## config.mk

```make
export PLATFORM = sky130hd
export DESIGN_NAME = wb_bus_arb
export DESIGN_NICKNAME = d
export VERILOG_FILES = /design/src/rtl/wb_bus_arb.sv
export SDC_FILE = /design/constraint.sdc
export NUM_CORES = 1
export LEC_CHECK = 0
export BUFFER_PORTS_ARGS = -buffer_cell sky130_fd_sc_hd__buf_2
export CAP_MARGIN = 20
export CORE_MARGIN = 2
export CORE_UTILIZATION = 38
export DETAILED_ROUTE_END_ITERATION = 6
export GPL_TIMING_DRIVEN = 1
export PLACE_DENSITY_LB_ADDON = 0.3
export SYNTH_ARGS = -nofsm -noshare
export SYNTH_HDL_FRONTEND = slang
export SYNTH_SLANG_ARGS = --single-unit
```

## constraint.sdc

```tcl
create_clock -name clk -period 1.89 [get_ports clk]
set_clock_uncertainty 0.15 [all_clocks]
set_input_delay 0.378 -clock clk [delete_from_list [all_inputs] [get_ports clk]]
set_output_delay 0.378 -clock clk [all_outputs]
set_load 0.03 [all_outputs]
```

## src/rtl/wb_bus_arb.sv

```systemverilog
// Single-master Wishbone fabric: decodes a slave index from the address, runs one
// slave access at a time, and turns unmapped slots or hung slaves into a bus error.
module wb_bus_arb #(
    parameter int N       = 4,
    parameter int DW      = 32,
    parameter int AW      = 22,
    parameter int SEL_LSB = 18,
    parameter int SEL_W   = 4,
    parameter int TIMEOUT = 255
) (
    input  logic              clk,
    input  logic              rst,
    input  logic [AW-1:0]     m_addr,
    input  logic [DW-1:0]     m_wdata,
    input  logic [DW/8-1:0]   m_wmsk,
    input  logic              m_we,
    input  logic              m_cyc,
    output logic [DW-1:0]     m_rdata,
    output logic              m_ack,
    output logic              m_err,
    output logic [AW-1:0]     s_addr,
    output logic [DW-1:0]     s_wdata,
    output logic [DW/8-1:0]   s_wmsk,
    output logic              s_we,
    output logic [N-1:0]      s_cyc,
    input  logic [N-1:0]      s_ack,
    input  logic [N*DW-1:0]   s_rdata
);
    localparam int CNT_W = (TIMEOUT > 0) ? $clog2(TIMEOUT + 1) : 1;

    typedef enum logic [2:0] {IDLE, DECODE, BUSY, RESP, ERR, GAP} state_e;

    state_e              state_q, state_d;
    logic [AW-1:0]       addr_q, addr_d;
    logic [DW-1:0]       wdata_q, wdata_d;
    logic [DW/8-1:0]     wmsk_q, wmsk_d;
    logic                we_q, we_d;
    logic [N-1:0]        cyc_q, cyc_d;
    logic [CNT_W-1:0]    cnt_q, cnt_d;
    logic [DW-1:0]       rdata_q, rdata_d;

    logic [SEL_W-1:0]    idx;
    logic                mapped;
    logic                expired;
    logic                sel_ack;
    logic [DW-1:0]       sel_rdata;

    assign idx     = addr_q[SEL_LSB +: SEL_W];
    assign mapped  = int'(idx) < N;
    assign expired = (TIMEOUT != 0) && (cnt_q == '0);

    // The registered one-hot s_cyc doubles as the response mux select, so acks
    // and data from any other slave are masked off for free.
    always_comb begin
        sel_ack   = |(s_ack & cyc_q);
        sel_rdata = '0;
        for (int i = 0; i < N; i++) begin
            if (cyc_q[i]) sel_rdata |= s_rdata[i*DW +: DW];
        end
    end

    // NOTE: sequential state uses non-blocking assignments so every flop samples
    // pre-edge values regardless of process evaluation order.
    always_ff @(posedge clk) begin
        if (rst) state_q <= IDLE;
        else     state_q <= state_d;
    end

    // NOTE: every signal assigned in a combinational block gets a default first,
    // otherwise paths that skip the assignment infer a latch.
    always_comb begin
        state_d = state_q;
        case (state_q)
            IDLE:    if (m_cyc) state_d = DECODE;
            DECODE:  state_d = mapped ? BUSY : ERR;
            BUSY: begin
                if (sel_ack)      state_d = RESP;
                else if (expired) state_d = ERR;
            end
            RESP:    state_d = GAP;
            ERR:     state_d = GAP;
            GAP:     state_d = IDLE;
            default: state_d = IDLE;
        endcase
    end

    always_comb begin
        addr_d  = addr_q;
        wdata_d = wdata_q;
        wmsk_d  = wmsk_q;
        we_d    = we_q;
        cyc_d   = cyc_q;
        cnt_d   = cnt_q;
        rdata_d = rdata_q;
        case (state_q)
            IDLE: begin
                if (m_cyc) begin
                    addr_d  = m_addr;
                    wdata_d = m_wdata;
                    wmsk_d  = m_wmsk;
                    we_d    = m_we;
                end
            end
            DECODE: begin
                if (mapped) begin
                    for (int i = 0; i < N; i++) cyc_d[i] = (int'(idx) == i);
                    cnt_d = CNT_W'(TIMEOUT);
                end else begin
                    rdata_d = '1;
                end
            end
            BUSY: begin
                // Ack wins over expiry when both land in the same cycle.
                if (sel_ack) begin
                    rdata_d = sel_rdata;
                    cyc_d   = '0;
                end else if (expired) begin
                    rdata_d = '1;
                    cyc_d   = '0;
                end else if (cnt_q != '0) begin
                    cnt_d = cnt_q - CNT_W'(1);
                end
            end
            default: ;
        endcase
    end

    always_ff @(posedge clk) begin
        if (rst) begin
            addr_q  <= '0;
            wdata_q <= '0;
            wmsk_q  <= '0;
            we_q    <= 1'b0;
            cyc_q   <= '0;
            cnt_q   <= '0;
            rdata_q <= '0;
        end else begin
            addr_q  <= addr_d;
            wdata_q <= wdata_d;
            wmsk_q  <= wmsk_d;
            we_q    <= we_d;
            cyc_q   <= cyc_d;
            cnt_q   <= cnt_d;
            rdata_q <= rdata_d;
        end
    end

    assign m_ack   = (state_q == RESP);
    assign m_err   = (state_q == ERR);
    assign m_rdata = rdata_q;
    assign s_addr  = addr_q;
    assign s_wdata = wdata_q;
    assign s_wmsk  = wmsk_q;
    assign s_we    = we_q;
    assign s_cyc   = cyc_q;

endmodule

```

==> impl_metrics.csv <==
group,metric,value,unit
sta,final_period_minus_worst_setup_slack,2.03,ns
pwr,p_leak,3.10,nW
yosys,synthCells,540,
yosys,synth_adder_area_share,0.553,%
yosys,synth_ff_type,"sky130_fd_sc_hd__dfxtp_1",
yosys,synth.lib_cells_used.distinct,38,
yosys,ys_ff_latch,106,
pwr,vdd.ir_drop.worst,0.638,mV
global_route,grt-ovfl-total,0,
routing,detailroute.via_count,5225,
worst_setup_path,crit_path_depth,6,
worst_setup_path,critPathSlowestCell,"sky130_fd_sc_hd__or4_4",
global_route,grt_pass1_vias,5162,
sta,timing.final.hold_violations,0,
worst_setup_path,ff2ff_path_depth,6,
clocking,clk_pin_slew,0.07,ns
sta,drv_slew,0,
yosys,synth.yosys.warnings,0,
routing,postRouteWirelength,15.9,mm
worst_setup_path,worstPathRequired,1.99,ns
worst_setup_path,worst_ep_arrival_time,2.13,ns
global_route,global_route.usage.met2,39.7,%
worst_setup_path,cp_cell_sequence,"or4_4, nor2_8, o211a_4, buf_12, nor2_2, a311oi_2",
pwr,pwr_density_cell,1200,nW/um^2
worst_setup_path,timing_worst_setup_path_type,"flop to flop",
yosys,ys_async_sr_fraction,0,%
clocking,clock_insertion_delay_worst_skew,0.34,ns
finish,synthToLayoutAreaGrowth,53.2,%
global_route,grt_util_all_layers,23.5,%
place,hpwlAfterDp,11.4,mm
sta,timing.max_slew.rel_slack,62.8,%
global_route,gr-usage-met3,5.62,%
clocking,clk_path_buf_depth,2,
worst_setup_path,timing.rr.start,"cnt_q[5]",
place,placement.setup.worst_slack,-0.156,ns
worst_setup_path,path_buf_inv,1,
yosys,synth_mux_area_share,0.249,%
finish,layout.nets,1026,
clocking,tritoncts_num_sinks,106,
hold_path,worst_hold_path_type,"primary input to flop",
yosys,synth_seq_area_share,46.9,%
routing,wl_per_cell,16.2,um
floorplanning,initial_core_util,39.3,%
global_route,met1_usage_in_global_routing,27.9,%
yosys,postSynthNetCount,736,
worst_setup_path,critical_path_capture_point,"m_rdata[14]",
clocking,clock_tree_from_tritoncts,"built",
routing,vias_per_cell,5.32,
routing,antenna_violating_nets_post_route,0,
pwr,power.total,0.00835,W
worst_setup_path,startpoint,"cnt_q[5]",
routing,drt-initial-drc-count,378,
run_status,failed_checks,"design-rule violations, negative setup slack",
yosys,netlist_area,4520,sq um
global_route,antenna_found_initial,4,
worst_setup_path,worst_path_maximum_fanout,7,
sta,timing.fmax,0.492,GHz
worst_setup_path,crit_path_max_incr_delay,0.59,ns
routing,drt_first_pass_iters,7,
global_route,grt_busiest_layer,"met2",
clocking,hold_buffers,0,
finish,commonest_non_fill_non_tap_cells_in_the_layout,"287 x sky130_fd_sc_hd__buf_2, 123 x sky130_fd_sc_hd__nand2_1, 100 x sky130_fd_sc_hd__dfxtp_1",
sta,finalWorstSetupSlack,-0.141,ns
sta,worst_hold_slack,0.110,ns
yosys,synth-compound-area-share,27.5,%
run_status,status,"complete, but fails checks",
floorplanning,io-pin-count,291,
floorplanning,core_area,11500,sq um
yosys,synthesis.area_per_instance,8.38,sq um
place,io_buffers,290,
sta,timing_worst_slew_pin_value,0.558,ns
clocking,cts_made_buffers,9,
clocking,clock-root-buffer,"sky130_fd_sc_hd__clkbuf_16",
run,drv_cap,0,
global_route,grt_max_degree,60,
floorplanning,core.rowCount,39,
global_route,grt_first_pass_wirelength,24.4,mm
worst_setup_path,timing.reg2reg.setup_slack,-0.14,ns
yosys,synth_top_family_by_area,"compound AO/OA/AOI/OAI gates",
finish,final_layout_size_suffix_gt1_share,49.5,%
sta,timing.final.crit_share,107,%
clocking,cts_htree_levels,3,
yosys,synth_xor_area_share,0.968,%
sta,tns,-3.42,ns
floorplanning,die_y,113,um
worst_setup_path,critical_path_start_type,"flop",
yosys,edff_count_synth,0,
finish,mostFrequentLayoutCell,"sky130_fd_sc_hd__buf_2",
worst_setup_path,critical_path.endpoint_type,"flop",
floorplanning,dieArea,12800,sq um
yosys,synthSimpleGateAreaFrac,18.7,%
worst_setup_path,critical-path-top-delay-family,"simple AND/OR/NAND/NOR gates",
sta,rsz_0062_raised_after_global_routing,"true",
routing,remaining_drc_errors,20,
worst_setup_path,r2r_end,"m_rdata[14]",
place,place.gp.congestion,0.877,
sta,report.final.setup_viol,40,
floorplanning,die_x,113,um
==> cell usage after synthesis (all sizes together) (2+ instances only) <==
cell type / count / share of area (%)
a211oi: 6 / 1.0
a21oi: 65 / 7.2
a22oi: 66 / 11
a311oi: 33 / 6.5
a41o: 3 / 0.66
and2: 2 / 0.28
buf: 8 / 1.3
clkbuf: 43 / 3.6
dfxtp: 106 / 47
ha: 2 / 0.55
inv: 4 / 0.33
nand2: 124 / 10
nand3: 2 / 0.22
nor2: 39 / 4.1
nor2b: 2 / 0.28
nor3: 7 / 0.77
nor3b: 4 / 0.77
nor4: 5 / 0.69
o21ai: 2 / 0.22
or3: 2 / 0.28
or3b: 2 / 0.39
xnor2: 5 / 0.97
==> area by class of cell <==
class | count | area (sq um)
timing repair buffer | 330 | 1890
sequential | 106 | 2130
clock inverter | 6 | 50.0
clock buffer | 10 | 239
fill | 1022 | 4590
tap | 143 | 179
multi-input combinational | 379 | 2410
antenna | 4 | 10.0
inverter | 4 | 15.0
==> worst min path at each step <==
| stage | depth (start not counted) | slack, ns | end | start |
|---|---|---|---|---|
| final | 3 | 0.11 | s_wdata[6] | m_wdata[6] |
| after global routing | 3 | 0.11 | s_wmsk[3] | m_wmsk[3] |
| after CTS | 3 | 0.1 | s_wdata[6] | m_wdata[6] |
| after detailed placement | 2 | 0.29 | s_wdata[7] | s_wdata[7] |
| after global placement | 2 | 0.29 | s_wdata[21] | s_wdata[21] |
| after floorplan | 1 | 0.29 | cnt_q[0] | cnt_q[0] |
==> layer usage <==
layer | wire, um | vias up
met5 | 0 | -
met4 | 403 | 0
met3 | 1330 | 31
met2 | 7840 | 239
met1 | 6290 | 2427
li1 | - | 2528
==> worst register-to-register path: stages (launching register included) <==
cell and delay [ns]:
sky130_fd_sc_hd__dfxtp_2 0.33, sky130_fd_sc_hd__or4_4 0.59, sky130_fd_sc_hd__nor2_8 0.15, sky130_fd_sc_hd__o211a_4 0.29
sky130_fd_sc_hd__buf_12 0.18, sky130_fd_sc_hd__nor2_2 0.05, sky130_fd_sc_hd__a311oi_2 0.20
==> flip-flops by register name (all words and copies together) (netlist names) <==
register,flops
s_cyc,4
state_q,3
m_rdata,32
cnt_q,8
s_we,1
s_wdata,32
s_addr,22
s_wmsk,4
==> where the power goes <==
| group | internal, W | total [W] | switching, W |
|---|---|---|---|
| clock network | 0.000944 | 0.00181 | 0.000865 |
| registers | 0.00267 | 0.00295 | 0.000283 |
| logic | 0.00146 | 0.00359 | 0.00213 |
| total | 0.00507 | 0.00835 | 0.00328 |
==> stage by stage <==
step	cells	cell area [sq um]	utilization, %
CTS	976	6700	58.2
global placement	955	6290	54.6
global route	982	6930	60.2
detailed placement	955	6290	54.6
finish	982	6930	60.2
floorplan	540	4580	-
==> kinds of logic (layout without fill, tap and decap cells) <==
family	count (synthesis)	in the layout
other cells	0	4
compound gates	179	179
xor+xnor	5	5
flops	106	106
mux	1	1
buf+inv	55	350
fa+ha+maj	2	2
simple gates	192	192
==> timing repair <==
action	CTS	global route
setup endpoints to repair	39	50
cloned	1	1
buffers inserted	4	1
hold endpoints to repair	0	0
gates resized for setup	19	45
pin swaps	18	24
Power figures use the tool's default switching activity.
